$ cat src/rtl/reduce_tree_pipe.sv
// rtl/reduce_tree_pipe.sv - pipelined binary reduction tree (sum/avg/max/min) over N_IN signed lanes
module reduce_tree_pipe #(
    parameter int N_IN = 32,
    parameter int W_IN = 16,
    localparam int LOG2N = $clog2(N_IN),
    localparam int W_OUT = W_IN + LOG2N
) (
    input  logic                   clk,
    input  logic                   rst,
    input  logic                   en,
    input  logic                   flush,
    input  logic                   in_valid,
    input  logic [1:0]             in_mode,
    input  logic [W_IN*N_IN-1:0]   in_data,
    output logic                   out_valid,
    output logic [1:0]             out_mode,
    output logic [W_OUT-1:0]       out_data
);

    for (genvar k = 1; k <= LOG2N; k++) begin : g_stage
        localparam int NK = N_IN >> k;
        localparam int WK = W_IN + k;
        localparam int WP = WK - 1;

        logic [NK*WK-1:0]   data_q;
        logic [NK*WK-1:0]   data_d;
        logic [1:0]         mode_q;
        logic               valid_q;
        logic [2*NK*WP-1:0] src_data;
        logic [1:0]         src_mode;
        logic               src_valid;

        if (k == 1) begin : g_src
            assign src_data  = in_data;
            assign src_mode  = in_mode;
            assign src_valid = in_valid;
        end else begin : g_src
            assign src_data  = g_stage[k-1].data_q;
            assign src_mode  = g_stage[k-1].mode_q;
            assign src_valid = g_stage[k-1].valid_q;
        end

        for (genvar j = 0; j < NK; j++) begin : g_ent
            logic [WP-1:0]        a_raw;
            logic [WP-1:0]        b_raw;
            logic signed [WK-1:0] a;
            logic signed [WK-1:0] b;
            logic signed [WK-1:0] s;
            logic signed [WK-1:0] r;

            assign a_raw = src_data[2*j*WP +: WP];
            assign b_raw = src_data[(2*j+1)*WP +: WP];
            assign a     = {a_raw[WP-1], a_raw};
            assign b     = {b_raw[WP-1], b_raw};
            assign s     = a + b;

            // Avg carries plain sums through the tree; only the last stage divides.
            always_comb begin
                r = s;
                case (src_mode)
                    2'b00: r = s;
                    2'b01: r = (k == LOG2N) ? (s >>> LOG2N) : s;
                    2'b10: r = (a > b) ? a : b;
                    2'b11: r = (a < b) ? a : b;
                    default: r = s;
                endcase
            end

            assign data_d[j*WK +: WK] = r;
        end

        always_ff @(posedge clk or posedge rst) begin
            if (rst) begin
                valid_q <= 1'b0;
                mode_q  <= 2'b00;
                data_q  <= '0;
            end else if (flush) begin
                valid_q <= 1'b0;
            end else if (en) begin
                valid_q <= src_valid;
                if (src_valid) begin
                    mode_q <= src_mode;
                    data_q <= data_d;
                end
            end
        end
    end

    assign out_valid = g_stage[LOG2N].valid_q;
    assign out_mode  = g_stage[LOG2N].mode_q;
    assign out_data  = g_stage[LOG2N].data_q;

endmodule

$ cat config.mk
export PLATFORM = sky130hd
export DESIGN_NAME = reduce_tree_pipe
export DESIGN_NICKNAME = d
export VERILOG_FILES = /design/src/rtl/reduce_tree_pipe.sv
export SDC_FILE = /design/constraint.sdc
export NUM_CORES = 2
export LEC_CHECK = 0
export ABC_AREA = 0
export ABC_CLOCK_PERIOD_IN_PS = 37800
export CELL_PAD_IN_SITES_DETAIL_PLACEMENT = 0
export CELL_PAD_IN_SITES_GLOBAL_PLACEMENT = 1
export CORE_ASPECT_RATIO = 2
export CORE_UTILIZATION = 45
export CTS_CLUSTER_DIAMETER = 50
export DETAILED_ROUTE_END_ITERATION = 10
export DONT_BUFFER_PORTS = 1
export PLACE_DENSITY_LB_ADDON = 0.3
export SYNTH_ARGS = -nofsm -noshare
export SYNTH_HDL_FRONTEND = slang
export SYNTH_SLANG_ARGS = --single-unit
$ cat constraint.sdc
create_clock -name clk -period 37.8 [get_ports clk]
set_input_delay 5.67 -clock clk [delete_from_list [all_inputs] [get_ports clk]]
set_output_delay 5.67 -clock clk [all_outputs]
set_load 0.05 [all_outputs]
==> key figures <==
Detailed routing
  • Initial DRT Pass Iterations: 9
  • # DRC: 0
  • WL final: 260000 um
  • DR iter-0 viols: 3719
  • Vias per cell: 6.08
  • Vias: 65200
  • ANT nets after route: 0
  • Wire per inst: 24.3 um

Final layout
  • Commonest non-fill, non-tap cell in the layout: ha_1
  • Most frequent cells in the layout: ha_1, inv_1, a21oi_1
  • Register Area: 14200 sq um
  • Fill count: 15500
  • Layout cells sized above 1: 5.08%
  • Multi-input logic area: 51100 sq um
  • Layout area overhead: 6.58%
  • Non-filler instance count after layout: 10700
  • Fin nets: 10200

Synth
  • Yosys reg bits: 568
  • Share of async-settable or async-resettable flops after synthesis: 100%
  • Synth Instances: 8805
  • Syn_area_per_cell: 7.97 sq um
  • Post-Synth XOR/XNOR Area: 5.35%
  • Post-synthesis compound-gate area fraction: 25.5%
  • Yosys warns: 0
  • Synth Area in Simple Gates: 13.6%
  • Main synth FF type: dfrtp_1
  • Synth unique cells: 97
  • Number of synthesized flops with an enable pin: 0
  • Syn_nets: 10400
  • Post-Syn Area: 70200 sq um
  • Sequential share of the synthesized area: 20.3%
  • Synthesized-area fraction occupied by adder cells: 19.5%
  • Main combinational cell family by area after synthesis: compound AO/OA/AOI/OAI gates
  • Mux cell area share after synthesis: 8.69%

Clock network
  • H-tree depth: 3
  • Clk_lat worst skew: 0.70 ns
  • Clock root buffer: clkbuf_16
  • Postcts setup bufs: 0
  • CTS clock-pin slew for the worst setup and hold paths: 0.06 ns
  • Clock Path Buffers: 3
  • Post-CTS resize count: 0
  • Clk sink count: 568
  • CTS tree: built
  • Hold buffers post-CTS: 0
  • Num CTS Buffers: 79

Timing
  • Final setup vio count: 0
  • Max Freq: 0.110 GHz
  • Crit share post-route: 24.1%
  • Setup ws final: 28.69 ns
  • Fin. max-slew vios: 0
  • Slew HR: 18.7%
  • Setup_tns: 0 ns
  • Final hold viol count: 0
  • Setup Skew: 0.0405 ns
  • Worst Max-Slew Pin Slew: 1.19 ns
  • RSZ-0062 raised after global routing: no
  • Minimum clock period after layout: 9.11 ns

Outcome
  • Status: finished clean

Worst setup path
  • CP Capture Type: flip-flop
  • Worst path slowest cell: a21oi_1
  • Largest delay share family, worst path: compound AO/OA/AOI/OAI gates
  • Max incr delay on CP: 0.84 ns
  • Crit path buf inv count: 1
  • Crit Path Category: in2reg
  • Worst Path Max Fanout: 11
  • Crit path DAT: 9.65 ns
  • Cells along the critical path: inv_1 > ha_1 > nand4_1 > or4_1 > a211oi_1 > o32ai_1 > a21oi_1 > o31a_1 > a21o_1 > mux2i_1 > o221ai_1
  • Setup crit start kind: primary input
  • Required @ worst endpoint: 38.33 ns

Global route
  • First-pass GRT wire length: 392000 um
  • Largest net degree at the start of global routing: 250
  • Vias in the first global route: 65400
  • Total Routing Usage GR: 32.3%
  • GRT overflow: 0
  • Initial antenna violation count: 6

Floorplan
  • Die W: 281 um
  • Die Area: 158000 sq um
  • Rows: 204
  • Initial core utilization: 45.4%
  • Die height: 561 um
  • Ports: 543
  • Core area: 155000 sq um

Power and ir drop
  • Sw frac: 48.3%
  • Reg power frac: 23.2%
  • Pwr Density: 62.7 nW/um^2
  • P_sw: 0.00226 W
  • Internal power: 0.00243 W
  • Clk pwr share: 17.3%
  • Comb pwr share: 59.5%
  • Max IR drop VDD: 0.0000455 V
  • Leak: 35.3 nW
  • Tot Pwr: 0.00469 W

Worst hold path
  • Hold Crit Class: reg2reg

Placed design
  • Post-Place Cells: 10600
  • Dpl ws: 27.98 ns
  • Routability cong.: 0.963
  • Port-buffer cells: 0
  • Hpwl dp: 205000 um

Flow run
  • Max_cap viols: 0
## layout make-up
class                      count  area share, %
antenna                        2        0.00669
clock buffer                  97           2.91
clock inverter                47          0.808
inverter                     932           4.69
multi-input combinational   6928           68.3
sequential                   568           19.0
tap                         2060           3.45
timing repair buffer          85          0.866
## registers in the layout, summed over array words and instances, names as in the netlist
| signal | cells |
|---|---|
| g_stage.valid_q | 4 |
| g_stage.mode_q | 8 |
| out_data | 21 |
| g_stage.data_q | 532 |
| out_mode | 2 |
| out_valid | 1 |
## stage by stage
stage,cell area (sq um),hold slack (ns),util (%)
CTS,74800,0.510,48.4
detailed placement,72000,0.498,46.6
floorplan,70200,0.475,-
global placement,72000,0.491,46.6
finish,74800,0.507,48.4
global route,74800,0.538,48.4
## cell families (layout without fill, tap and decap cells)
group | Yosys count | count (layout)
buffers and inverters | 1309 | 1161
other | 0 | 2
AND/OR/NAND/NOR | 2044 | 2044
AO/OA/AOI/OAI | 2791 | 2791
adder cells (fa/ha/maj) | 1075 | 1075
flip-flops | 568 | 568
XOR/XNOR | 428 | 428
multiplexers | 590 | 590
## power groups by stage
stage / registers, W / clock network [W] / logic [W]
floorplan: 0.000953 / 0 / 0.00214
global placement: 0.00109 / 0 / 0.00272
detailed placement: 0.00110 / 0 / 0.00275
CTS: 0.00109 / 0.000827 / 0.00276
global route: 0.00111 / 0.000848 / 0.00307
finish: 0.00109 / 0.000811 / 0.00279
## worst paths after layout
kind	start	to	slack (ns)	depth (start not counted)
worst max-delay path	in_data[319]	g_stage[1].data_q[164]$_DFFE_PP0P_	28.69	11
worst min-delay path	g_stage[3].data_q[21]$_DFFE_PP0P_	g_stage[3].data_q[21]$_DFFE_PP0P_	0.51	1
worst max register to register	g_stage[2].data_q[56]$_DFFE_PP0P_	g_stage[3].data_q[26]$_DFFE_PP0P_	32.93	12
worst min register to register	g_stage[3].data_q[21]$_DFFE_PP0P_	g_stage[3].data_q[21]$_DFFE_PP0P_	0.51	1
max in group asynchronous	rst	g_stage[1].mode_q[1]$_DFFE_PP0P_	30.07	4
min in group asynchronous	rst	g_stage[1].data_q[10]$_DFFE_PP0P_	4.91	1
## Yosys cell counts (132+ instances only)
master	count	area, sq um
xnor2_1	296	2590
dfrtp_1	568	14200
nand2_1	477	1790
a21oi_1	779	3900
nor3_1	161	806
mux2i_1	481	4810
a21o_1	155	1160
nor2b_1	132	826
inv_1	927	3480
o22ai_1	191	1190
ha_1	1044	13100
o21ai_0	676	3380
clkbuf_1	313	1170
nor2_1	742	2790
## metal layers
metal  up-vias  share of wire (%)  GRT usage (%)
met5         -              0.020              0
met4         8                6.5           18.6
met3       638                6.0           6.62
met2      1831                 51           58.9
met1     31600                 37           33.9
li1      31100                  -              -
No activity file was read; power rests on OpenSTA's default activity.
